===== config.mk =====
export PLATFORM = sky130hd
export DESIGN_NAME = if_fetch_ctrl
export DESIGN_NICKNAME = d
export VERILOG_FILES = /design/src/rtl/if_fetch_ctrl.sv
export SDC_FILE = /design/constraint.sdc
export NUM_CORES = 1
export LEC_CHECK = 0
export BUFFER_PORTS_ARGS = -buffer_cell sky130_fd_sc_hd__buf_2
export CORE_AREA = 2 2 104 106
export DETAILED_ROUTE_END_ITERATION = 12
export DIE_AREA = 0 0 106 108
export GPL_TIMING_DRIVEN = 0
export PLACE_DENSITY = 0.57
export SYNTH_ARGS = -nofsm -noshare
export SYNTH_HDL_FRONTEND = slang
export SYNTH_SLANG_ARGS = --single-unit

===== constraint.sdc =====
create_clock -name clk_i -period 3.77 [get_ports clk_i]
set_input_delay 0 -clock clk_i [delete_from_list [all_inputs] [get_ports clk_i]]
set_output_delay 0 -clock clk_i [all_outputs]
set_load 0.01 [all_outputs]

===== src/rtl/if_fetch_ctrl.sv =====
// Fetch-stage sequencer: chooses the next PC source, qualifies fetch packets
// toward decode, drops stale icache responses after a redirect, parks on a
// fetch exception and watches for icache responses that never arrive.
module if_fetch_ctrl #(
  parameter int unsigned XLEN     = 64,
  parameter int unsigned MAX_WAIT = 255
) (
  input  logic            clk_i,
  input  logic            rstn_i,
  input  logic            stall_i,
  input  logic            commit_redirect_i,
  input  logic [XLEN-1:0] commit_pc_i,
  input  logic            exe_redirect_i,
  input  logic [XLEN-1:0] exe_pc_i,
  input  logic            dec_redirect_i,
  input  logic [XLEN-1:0] dec_pc_i,
  input  logic            icache_valid_i,
  input  logic            fetch_ex_i,
  output logic [1:0]      next_pc_sel_o,
  output logic [XLEN-1:0] pc_jump_o,
  output logic            fetch_valid_o,
  output logic            timeout_o,
  output logic [1:0]      state_o
);

  localparam int unsigned WDOG_W = $clog2(MAX_WAIT + 1);
  localparam logic [WDOG_W-1:0] WDOG_MAX = WDOG_W'(MAX_WAIT);

  localparam logic [1:0] SEL_PC   = 2'd0;
  localparam logic [1:0] SEL_PC_4 = 2'd1;
  localparam logic [1:0] SEL_JUMP = 2'd2;

  typedef enum logic [1:0] {
    ST_WAIT  = 2'd0,
    ST_HOLD  = 2'd1,
    ST_DRAIN = 2'd2,
    ST_EXC   = 2'd3
  } state_e;

  state_e            state_q, state_d;
  logic              ex_q, ex_d;
  logic [WDOG_W-1:0] wdog_q, wdog_d;
  logic              redir;
  logic              resp;

  assign redir = commit_redirect_i | exe_redirect_i | dec_redirect_i;
  assign resp  = icache_valid_i | fetch_ex_i;

  // Redirect target: commit beats execute beats decode.
  always_comb begin
    pc_jump_o = '0;
    if (commit_redirect_i)   pc_jump_o = commit_pc_i;
    else if (exe_redirect_i) pc_jump_o = exe_pc_i;
    else if (dec_redirect_i) pc_jump_o = dec_pc_i;
  end

  // State, held-exception flag and watchdog registers.
  always_ff @(posedge clk_i or negedge rstn_i) begin
    if (!rstn_i) begin
      state_q <= ST_WAIT;
      ex_q    <= 1'b0;
      wdog_q  <= '0;
    end else begin
      state_q <= state_d;
      ex_q    <= ex_d;
      wdog_q  <= wdog_d;
    end
  end

  // Next state, PC select and fetch qualification.
  always_comb begin
    state_d       = state_q;
    ex_d          = ex_q;
    next_pc_sel_o = SEL_PC;
    fetch_valid_o = 1'b0;
    case (state_q)
      ST_WAIT: begin
        if (redir) begin
          next_pc_sel_o = SEL_JUMP;
          // Without a response this cycle, the old one is still in flight.
          if (!resp) state_d = ST_DRAIN;
        end else if (resp) begin
          fetch_valid_o = 1'b1;
          if (stall_i) begin
            ex_d    = fetch_ex_i;
            state_d = ST_HOLD;
          end else if (fetch_ex_i) begin
            state_d = ST_EXC;
          end else begin
            next_pc_sel_o = SEL_PC_4;
          end
        end
      end
      ST_HOLD: begin
        if (redir) begin
          next_pc_sel_o = SEL_JUMP;
          state_d       = ST_WAIT;
        end else begin
          fetch_valid_o = 1'b1;
          if (!stall_i) begin
            if (ex_q) begin
              state_d = ST_EXC;
            end else begin
              next_pc_sel_o = SEL_PC_4;
              state_d       = ST_WAIT;
            end
          end
        end
      end
      ST_DRAIN: begin
        // A new redirect still leaves exactly one stale response to drop.
        if (redir) begin
          next_pc_sel_o = SEL_JUMP;
        end else if (icache_valid_i) begin
          state_d = ST_WAIT;
        end
      end
      ST_EXC: begin
        if (redir) begin
          next_pc_sel_o = SEL_JUMP;
          state_d       = ST_WAIT;
        end
      end
      default: begin
        state_d = ST_WAIT;
      end
    endcase
  end

  // Watchdog on cycles spent waiting for an icache response.
  always_comb begin
    wdog_d = '0;
    if ((state_q == ST_WAIT || state_q == ST_DRAIN) && !icache_valid_i &&
        !redir && (state_d == state_q) && (wdog_q != WDOG_MAX)) begin
      wdog_d = wdog_q + WDOG_W'(1);
    end
  end

  assign timeout_o = (wdog_q == WDOG_MAX);
  assign state_o   = state_q;

endmodule


Word level (Yosys, flattened, before mapping)
Cells that the tools add are included.

Register bits: 11. Output and inout bits: 70.

Add/subtract/negate cells: 1. Equal/unequal tests: 6. Mux-type cells: 29. Bitwise logic cells: 4. Reduce and logical (&&, ||, !) cells: 10.

Operator list (number): 2-to-1 mux 64 bit (3); 2-to-1 mux 2 bit (14); adder 8 x 1 -> 8 bit (second input constant) (1); equality test 8 bit (second input constant) (1); 2-to-1 mux 1 bit (8); 2-to-1 mux 8 bit (1); != test 8 bit (second input constant) (1); one-hot mux 2 bit (4 select lines) (1); one-hot mux 2 bit (3 select lines) (1); equality test 2 bit (second input constant) (2); logical AND 1 bit (4); AND reduction 4 bit (1); OR 1 bit (3); equality test 2 x 1 -> 1 bit (second input constant) (1); equality test 2 bit (1); logical NOT 1 bit (2); logical NOT 2 bit (1); one-hot mux 1 bit (2 select lines) (1); OR reduction 2 bit (1); logical OR 1 bit (1); NOT 1 bit (1).

Depth between registers and ports, before layout
Gate-level depths: netlist of the first run.

Depth in word-level cells: 9. Mapped depth: 5. Gate-level depth less buffers: 4.

Worst setup path before layout of the first run
OpenSTA, ideal clock, no wires.

Kind: register to register. From: register wdog_q[0]. To: register wdog_q[1]. Setup time: 0.157 ns. Arrival: 1.524 ns. Required time: 3.613 ns. Slack: 2.089 ns. Cell stages (with the launch flop): 5. Buffers on the path: 0. Clock period less this slack: 1.681 ns. Cell sequence: dfrtp_1 -> ha_1 -> nand3_1 -> nor3_1 -> nor3b_2.

Longest elaborated chain between the ends: 3.

Ends and longest elaborated chain: from (decl) (line 42) `logic [WDOG_W-1:0] wdog_q, wdog_d;`; from (signal assigned) (line 66) `wdog_q <= wdog_d;`; branches (longest 2 deep; another with adder 8 x 1 -> 8 bit); 2-to-1 mux 8 bit * (line 133) `if ((state_q == ST_WAIT || state_q == ST_DRAIN) && !icache_valid_i &&`; net wdog_d[1] (line 42).

Mark *: on every way through the listed nets, which the timed path passes. A chain may end at the register's enable or synchronous reset.

Worst setup path after layout of the first run
From: register wdog_q[0]. To: output port timeout_o.

Longest elaborated chain between the ends: 1.

Ends and longest elaborated chain: equality test 8 bit (line 139) `assign timeout_o = (wdog_q == WDOG_MAX);`; to (decl) (line 22) `output logic timeout_o,`.

No other way between the ends.

==> results of run 1 <==
power groups by stage:
| stage | clock, µW | combinational, µW | sequential, µW |
|---|---|---|---|
| 2_1_floorplan | 0 | 159 | 132 |
| 3_3_place_gp | 0 | 361 | 132 |
| 3_5_place_dp | 0 | 366 | 133 |
| 4_1_cts | 125 | 368 | 131 |
| 5_1_grt | 131 | 403 | 132 |
| 6_report | 122 | 367 | 131 |
cells by family (layout without fill, tap and decap cells):
kind of cell,Yosys count,count (layout),synth area share
AO/OA/AOI/OAI,143,143,0.514
adder cells (fa/ha/maj),1,1,0.00699
flip-flops,11,11,0.154
buffers and inverters,31,305,0.0657
other,0,3,0
AND/OR/NAND/NOR,96,96,0.245
XOR/XNOR,3,3,0.0147
cell type report:
type | count | share of cell area
flip-flops and latches | 11 | 0.0817
plain buffers | 30 | 0.0338
well taps | 136 | 0.0505
repair buffers | 270 | 0.403
multi-input cells | 243 | 0.415
inverters | 1 | 0.00111
diodes | 3 | 0.00223
clock buffers | 4 | 0.0134
routing by layer:
metal / wire (µm) / vias up
met4: 59 / 6
li1: - / 1618
met1: 4440 / 1522
met3: 1210 / 14
met2: 5980 / 171
met5: 32 / -
metrics by stage:
step / hold WS (ns) / total power, µW / setup WS (ns) / area [µm²]
after detailed placement: -0.115 / 499 / 1.96 / 3310
after global routing: 0.122 / 666 / 1.54 / 3360
final: 0.113 / 619 / 1.73 / 3370
after global placement: -0.120 / 493 / 1.95 / 3310
after floorplan: -0.296 / 291 / 2.09 / 1790
after CTS: 0.109 / 624 / 1.70 / 3360
state kept, by name (all words and copies together), names as in the netlist:
| register | count |
|---|---|
| state_o | 2 |
| wdog_q | 8 |
| ex_q | 1 |
final timing paths:
path	to	slack, ns
setup / recovery	timeout_o	1.73
hold / removal	ex_q$_DFFE_PN0P_	0.11
setup reg to reg	wdog_q[3]$_DFF_PN0_	1.98
hold reg to reg	wdog_q[0]$_DFF_PN0_	0.53
max in group asynchronous	wdog_q[7]$_DFF_PN0_	3.40
min in group asynchronous	ex_q$_DFFE_PN0P_	0.16
cells in the mapped netlist (2+ instances only):
| library cell | number | area (µm²) |
|---|---|---|
| nand3_1 | 4 | 20.0 |
| o21ai_1 | 65 | 325 |
| or3_1 | 4 | 25.0 |
| nor3b_2 | 2 | 25.0 |
| dfrtp_1 | 11 | 275 |
| clkbuf_1 | 28 | 105 |
| xor2_1 | 2 | 17.5 |
| nor2b_1 | 4 | 25.0 |
| nor4_1 | 2 | 12.5 |
| o21ai_0 | 2 | 10.0 |
| nand2_1 | 68 | 255 |
| a22oi_1 | 64 | 480 |
| a21oi_1 | 4 | 20.0 |
| nor2_1 | 3 | 11.3 |
| nor3b_1 | 2 | 15.0 |
| nor3_1 | 2 | 10.0 |
| nor3_2 | 2 | 20.0 |
critical path, delay by kind of cell (launching register included):
family / cells / cell delay [ns]
flops: 1 / 0.42
simple gates: 2 / 0.87
buf+inv: 1 / 0.27
fa+ha+maj: 1 / 0.24
timing repair:
item / CTS / global route
resized for setup: 0 / 0
hold buffers: 1 / 0
endpoints found under the hold margin: 11 / 0
==> metrics.md, run 1 <==
| Metric | Value |
|---|---|
| Outcome | finished, final reports clean |
| Net Sw Frac | 0.400 |
| Die ar. | 11,400 µm² |
| Largest net degree at the start of global routing | 12 |
| Global routing met2 resource utilization | 0.344 |
| Critical Path End Type | output pin |
| Total gr overflow | 0 |
| Slowest cell on the critical path | nor3_1 |
| All-Layer GR Usage | 0.190 |
| Max Fclk | 490 MHz |
| Hold Crit Depth | 2 |
| Worst-Skew Late Latency | 0.24 ns |
| Routed Antenna Nets | 0 |
| Grt met1 use | 0.229 |
| Period utilization | 0.541 |
| Crit path kind | reg -> out |
| First-pass GRT wire length | 17,000 µm |
| Routed WL | 11,700 µm |
| Num ports | 270 |
| Internal power | 372 µW |
| Crit path launch type | flip-flop |
| GR peak layer | met2 |
| GPL Wtd Cong | 0.887 |
| Core ar. | 10,200 µm² |
| Static leakage | 0.00175 µW |
| DIE WIDTH | 106 µm |
| Syn Inst Count | 285 |
| EDFF count, synth | 0 |
| CP Cell Sequence | ha_1 > nand3_1 > nor3_1 > buf_2 |
| Routed via count | 3,331 |
| Synth async-reset ratio | 1.00 |
| Clk pwr share | 0.196 |
| Final setup violation count | 0 |
| Crit-path max cell delay | 0.70 ns |
| Initial antenna violation count | 6 |
| Number of port buffers | 269 |
| CTS buffer count | 3 |
| Reg2Reg Depth | 4 |
| Final setup skew | 0.00332 ns |
| Post-CTS setup buffer count | 0 |
| Min Tclk post-route | 2.04 ns |
| CTS root buf | clkbuf_8 |
| Worst-path clk slew | 0.05 ns |
| Crit path DAT | 2.04 ns |
| Final core utilization | 0.329 |
| Worst Tran Pin Value | 0.795 ns |
| Final Hold Viols | 0 |
| WL/cell | 16.8 µm |
| Max-slew violations | 0 |
| Comb pwr share | 0.592 |
| R2r startpoint | wdog_q[0]$_DFF_PN0_ |
| Htree depth | 1 |
| Post-layout nets | 761 |
| Clock buffer depth | 2 |
| Max-cap viol count | 0 |
| Vias in the first global route | 3,212 |
| Met3 Usage GRT | 0.0609 |
| Avg Cell Area, Syn | 6.28 µm² |
| Multi-input logic area | 1400 µm² |
| Number of synthesized register bits | 11 |
| Starting density of the core | 0.175 |
| Synth warn | 0 |
| Leading cell types in the layout, fill and taps excluded | 270 x buf_2, 68 x nand2_1, 65 x o21ai_1 |
| Final Non-Filler Cells | 698 |
| Hold wc startpoint | fetch_ex_i |
| Fill cells | 1,170 |
| Via-per-instance ratio | 4.77 |
| Worst vdd ir | 0.000121 V |
| Area growth from synthesis to final layout | 88.2% |
| CTS tree | yes |
| Rel. slew slack | 0.465 |
| Die height | 108 µm |
| Clk sinks | 11 |
| Site Rows | 37 |
| CP Launch Point | wdog_q[0]$_DFF_PN0_ |
| Post-route DRC | 0 |
| CP required | 3.77 ns |
| Max FO, Critical Path | 5 |
| Pre-antenna DRT Iters | 5 |
| Sequential share of power | 0.212 |
| Mapped Nets | 486 |
| Hold crit path type | in -> reg |
| Post-synth top flop | dfrtp_1 |
| Final HPWL DP | 10,100 µm |
| Power per cell area | 184 nW/µm² |
| DRT iter0 DRCs | 196 |
| Unrepaired setup endpoints after global routing | false |
| Placed insts | 690 |
| Psw | 248 µW |
| Yosys cell types | 33 |
| Sequential-to-total area share from yosys stat | 0.154 |
| Post-Syn Area | 1790 µm² |
| Layout cells sized above 1 | 0.501 |
| Reg area | 275 µm² |
| Leading cell type in the layout, fill and taps excluded | buf_2 |
| Fin Setup TNS | 0 ns |
Note: power is estimated with default switching activity, not from simulation.
==> run 2, diff against run 1 <==
- PLACE_DENSITY: 0.57 -> 0.58
- clock period: 3.77 -> 1.7 ns (I/O delays scaled with it)
==> run 2 against run 1 <==
Effect of this change:
- register-to-register slack worse by 1.7 ns
- final cell count stayed put
- total power is 120% higher
- utilization is 0.38 points higher
- cell area is 1.2% higher
- critical path depth stayed put
- global-route usage is 1.3 points lower
- die area stayed put
- clock-buffer cell count stayed put
- flip-flop and latch count stayed put
==> metrics.md, run 2 (synthesis gave the netlist of run 1 again) <==
| Metric | Value |
|---|---|
| Outcome | finished, final reports clean |
| Final setup skew | 0.00161 ns |
| Crit-path max cell delay | 0.42 ns |
| Largest Register | wdog_q |
| Placed insts | 690 |
| Rel. slew slack | 0.678 |
| Critical Path End Type | output pin |
| Period utilization | 0.908 |
| Max Fclk | 648 MHz |
| Htree depth | 1 |
| GPL Wtd Cong | 1.00 |
| CTS buffer count | 3 |
| Final Hold Viols | 0 |
| DIE WIDTH | 106 µm |
| Post-DP Area | 3310 µm² |
| Number of port buffers | 269 |
| Routed via count | 3,294 |
| Unrepaired setup endpoints after global routing | false |
| Hold crit path type | in -> reg |
| Initial antenna violation count | 3 |
| Post-route DRC | 0 |
| CTS root buf | clkbuf_8 |
| Pre-CTS setup slack | -0.126 ns |
| Final Non-Filler Cells | 698 |
| Static leakage | 0.00179 µW |
| Worst-Skew Late Latency | 0.24 ns |
| Max FFs per register | 8 |
| Max-cap viol count | 0 |
| Min Tclk post-route | 1.54 ns |
| Largest net degree at the start of global routing | 14 |
| Leading cell type in the layout, fill and taps excluded | buf_2 |
| Worst vdd ir | 0.000290 V |
| Final worst slack | 0.156 ns |
| Area growth from synthesis to final layout | 90.4% |
| Die height | 108 µm |
| DRT iter0 DRCs | 226 |
| Post-layout nets | 763 |
| Site Rows | 37 |
| Die ar. | 11,400 µm² |
| CP required | 1.70 ns |
| Tot Pwr | 1370 µW |
| Worst-path clk slew | 0.05 ns |
| Leading cell types in the layout, fill and taps excluded | 270 x buf_2, 68 x nand2_1, 65 x o21ai_1 |
| FF-to-FF setup slack | 0.26 ns |
| WL/cell | 16.0 µm |
| Num ports | 270 |
| Core ar. | 10,200 µm² |
| Slowest cell on the critical path | dfrtp_1 |
| Via-per-instance ratio | 4.72 |
| Crit path launch type | flip-flop |
| CP bufs+invs | 1 |
| Critical path's top delay family | simple AND/OR/NAND/NOR gates |
| Fin Setup TNS | 0 ns |
| Final setup violation count | 0 |
| Crit path kind | reg -> out |
| CTS tree | yes |
| Power per cell area | 401 nW/µm² |
| CP Cell Sequence | ha_1 > nand3_2 > nor3_4 > buf_2 |
| Fill cells | 1,163 |
| Starting density of the core | 0.175 |
| Layout cells sized above 1 | 0.513 |
| Vias in the first global route | 3,161 |
| Crit path DAT | 1.54 ns |
| Final HPWL DP | 9640 µm |
| Design Area, Final | 3410 µm² |
| Clk sinks | 11 |
| First-pass GRT wire length | 16,300 µm |
| Worst Tran Pin Value | 0.483 ns |
| Total gr overflow | 0 |
| Max FO, Critical Path | 5 |
| Routed WL | 11,200 µm |
| Clock buffer depth | 2 |
| Max-slew violations | 0 |
| Pre-antenna DRT Iters | 7 |
| Routed Antenna Nets | 0 |
| All-Layer GR Usage | 0.178 |
-- run 2: cell count changes in the layout (fill, tap and decap cells not counted) --
cell,delta
buf_1,-1
nor3_1,-1
diode_2,-2
nor4_2,+1
nor4_1,-1
nand3_2,+1
clkbuf_1,-2
nand3_1,-1
buf_4,+3
clkbuf_2,+2
nor3_4,+1
-- run 2: cell type report --
| cell class | count | area [µm²] | area share |
|---|---|---|---|
| Buffer | 29 | 113 | 0.0330 |
| Antenna cell | 1 | 2.50 | 0.000734 |
| Clock buffer | 4 | 45.0 | 0.0132 |
| Sequential cell | 11 | 275 | 0.0808 |
| Tap cell | 136 | 170 | 0.0499 |
| Inverter | 1 | 3.75 | 0.00110 |
| Multi-Input combinational cell | 243 | 1420 | 0.417 |
| Timing Repair Buffer | 273 | 1380 | 0.405 |
-- run 2: worst paths after layout --
| path | from | endpoint | cells after the start |
|---|---|---|---|
| min reg2reg | wdog_q[0]$_DFF_PN0_ | wdog_q[0]$_DFF_PN0_ | 1 |
| min | fetch_ex_i | ex_q$_DFFE_PN0P_ | 2 |
| min in group asynchronous | rstn_i | wdog_q[6]$_DFF_PN0_ | 2 |
| max reg2reg | wdog_q[0]$_DFF_PN0_ | wdog_q[6]$_DFF_PN0_ | 4 |
| max | wdog_q[0]$_DFF_PN0_ | timeout_o | 4 |
| max in group asynchronous | rstn_i | wdog_q[7]$_DFF_PN0_ | 2 |
-- run 2: repair_timing --
action | CTS | global route
pin swaps | 0 | 1
hold endpoints to repair | 11 | 0
setup buffers | 0 | 3
hold buffers | 1 | 0
resized for setup | 3 | 4
endpoints found under the setup margin | 27 | 33
-- run 2: stage by stage --
stage               hold WS, ns  utilization
CTS                       0.126        0.330
global placement         -0.119        0.323
floorplan                -0.296            -
global route              0.130        0.333
detailed placement       -0.113        0.323
finish                    0.130        0.333
-- run 2: layer usage --
metal,vias up,track usage,share of wire
met3,6,0.0476,0.085
met5,-,0,0.0012
met1,1492,0.218,0.40
met2,173,0.324,0.51
met4,2,0.0150,0.0080
li1,1621,-,-
-- run 2: report_power, final --
group	internal (µW)	total (µW)	switching [µW]	leakage, µW
Sequential	274	292	17.8	0.000148
Combinational	385	807	422	0.00162
Clock	165	266	101	0.0000228
Total	825	1370	541	0.00179
==> run 3, diff against run 2 <==
- MAX_ROUTING_LAYER: default -> met4
==> run 3 against run 2 <==
Effect of this change:
- first-iteration DRC count rose by 6.2%
- sequential share of layout area barely moved
- critical path depth stayed put
- total power grew 0.29%
- critical endpoint is now next_pc_sel_o[0]
- via count grew 0.49%
- fmax up 1.5%
- die area unchanged
- register-to-register slack got worse by 0.05 ns
==> metrics.md, run 3 (synthesis gave the netlist of run 1 again) <==
| Metric | Value |
|---|---|
| Final setup skew | 0.000591 ns |
| Starting density of the core | 0.175 |
| DRT iter0 DRCs | 240 |
| Initial antenna violation count | 5 |
| Period utilization | 0.895 |
| All-Layer GR Usage | 0.190 |
| Final setup violation count | 0 |
| Worst vdd ir | 0.000299 V |
| Reg area | 275 µm² |
| Pre-antenna DRT Iters | 4 |
| Final Hold Viols | 0 |
| DIE WIDTH | 106 µm |
| Largest net degree at the start of global routing | 14 |
| Core ar. | 10,200 µm² |
| Worst-path clk slew | 0.05 ns |
| Fill cells | 1,172 |
| Post-route DRC | 0 |
| Critical Path End Type | output pin |
| Max Fclk | 657 MHz |
| Num ports | 270 |
| Worst Tran Pin Value | 0.504 ns |
| Final core utilization | 0.332 |
| Max FO, Critical Path | 7 |
| Max FFs per register | 8 |
| Vias in the first global route | 3,246 |
| Die ar. | 11,400 µm² |
| Static leakage | 0.00178 µW |
| Routed WL | 11,400 µm |
| Routed via count | 3,310 |
| CP required | 1.70 ns |
| Crit path DAT | 1.52 ns |
| Layout cells sized above 1 | 0.510 |
| Max-slew violations | 0 |
| Via-per-instance ratio | 4.72 |
| Clock buffer depth | 2 |
| Leading cell type in the layout, fill and taps excluded | buf_2 |
| CTS root buf | clkbuf_8 |
| Site Rows | 37 |
| Final HPWL DP | 9880 µm |
| Area growth from synthesis to final layout | 89.9% |
| GPL Wtd Cong | 1.02 |
| Worst-Skew Late Latency | 0.24 ns |
| Leading cell types in the layout, fill and taps excluded | 270 x buf_2, 68 x nand2_1, 65 x o21ai_1 |
| Outcome | finished, final reports clean |
| CTS buffer count | 3 |
| Routed Antenna Nets | 0 |
| WL/cell | 16.3 µm |
| Die height | 108 µm |
| Total gr overflow | 0 |
| Rel. slew slack | 0.664 |
| Max-cap viol count | 0 |
| Power per cell area | 403 nW/µm² |
| Htree depth | 1 |
| Min Tclk post-route | 1.52 ns |
| Hold crit path type | in -> reg |
| Clk sinks | 11 |
| Crit path kind | reg -> out |
| Number of port buffers | 269 |
| Unrepaired setup endpoints after global routing | false |
| CTS tree | yes |
| Multi-input logic area | 1420 µm² |
| First-pass GRT wire length | 16,800 µm |
| Tot Pwr | 1370 µW |
| Post-layout nets | 761 |
| Largest Register | wdog_q |
| Crit path launch type | flip-flop |
[run 3: final timing paths]
path / startpoint / to / slack [ns] / cells after the start
max: state_o[1]$_DFF_PN0_ / next_pc_sel_o[0] / 0.18 / 4
min: fetch_ex_i / ex_q$_DFFE_PN0P_ / 0.13 / 2
max reg2reg: wdog_q[0]$_DFF_PN0_ / wdog_q[6]$_DFF_PN0_ / 0.21 / 4
min reg2reg: wdog_q[0]$_DFF_PN0_ / wdog_q[0]$_DFF_PN0_ / 0.52 / 1
max in group asynchronous: rstn_i / wdog_q[1]$_DFF_PN0_ / 1.33 / 2
min in group asynchronous: rstn_i / state_o[0]$_DFF_PN0_ / 0.17 / 2
[run 3: per-stage QoR]
| stage | instance area [µm²] | std cells | setup WS, ns | setup TNS [ns] | hold WS (ns) |
|---|---|---|---|---|---|
| after global routing | 3400 | 700 | 0.0315 | 0 | 0.133 |
| after global placement | 3310 | 690 | -0.0695 | -0.409 | -0.119 |
| after floorplan | 1790 | 285 | 0.0193 | 0 | -0.296 |
| after detailed placement | 3310 | 690 | -0.118 | -1.75 | -0.114 |
| final | 3400 | 701 | 0.179 | 0 | 0.127 |
| after CTS | 3380 | 694 | 0.0171 | 0 | 0.129 |
[run 3: cell type report]
| class | instances | area share |
|---|---|---|
| diodes | 6 | 0.00442 |
| plain buffers | 29 | 0.0331 |
| clock buffers | 4 | 0.0132 |
| inverters | 1 | 0.00110 |
| multi-input cells | 243 | 0.416 |
| flip-flops and latches | 11 | 0.0809 |
| well taps | 136 | 0.0500 |
| repair buffers | 271 | 0.401 |
[run 3: worst max-delay path, cell delays in order, from the launching register on]
cell and delay [ns]:
dfrtp_1 0.45, nor4_2 0.47, o21ai_1 0.13, nor2_1 0.10
buf_2 0.13
[run 3: where the power goes]
group	switching, µW	leakage [µW]	internal, µW	total, µW
Combinational	426	0.00161	385	811
Clock	101	0.0000228	165	266
Sequential	17.6	0.000148	275	292
[run 3: layer usage]
metal	track usage	routed length [µm]	vias to the layer above
met3	0.0542	1050	14
met5	-	0	-
met1	0.215	4390	1507
met2	0.332	5730	165
met4	0.0489	249	0
li1	-	-	1624
[run 3: what timing repair did]
action,in CTS,in global routing
gates resized for setup,4,1
pin swaps,0,1
setup endpoints to repair,27,2
setup buffers,0,1
hold buffers,1,0
endpoints found under the hold margin,11,0
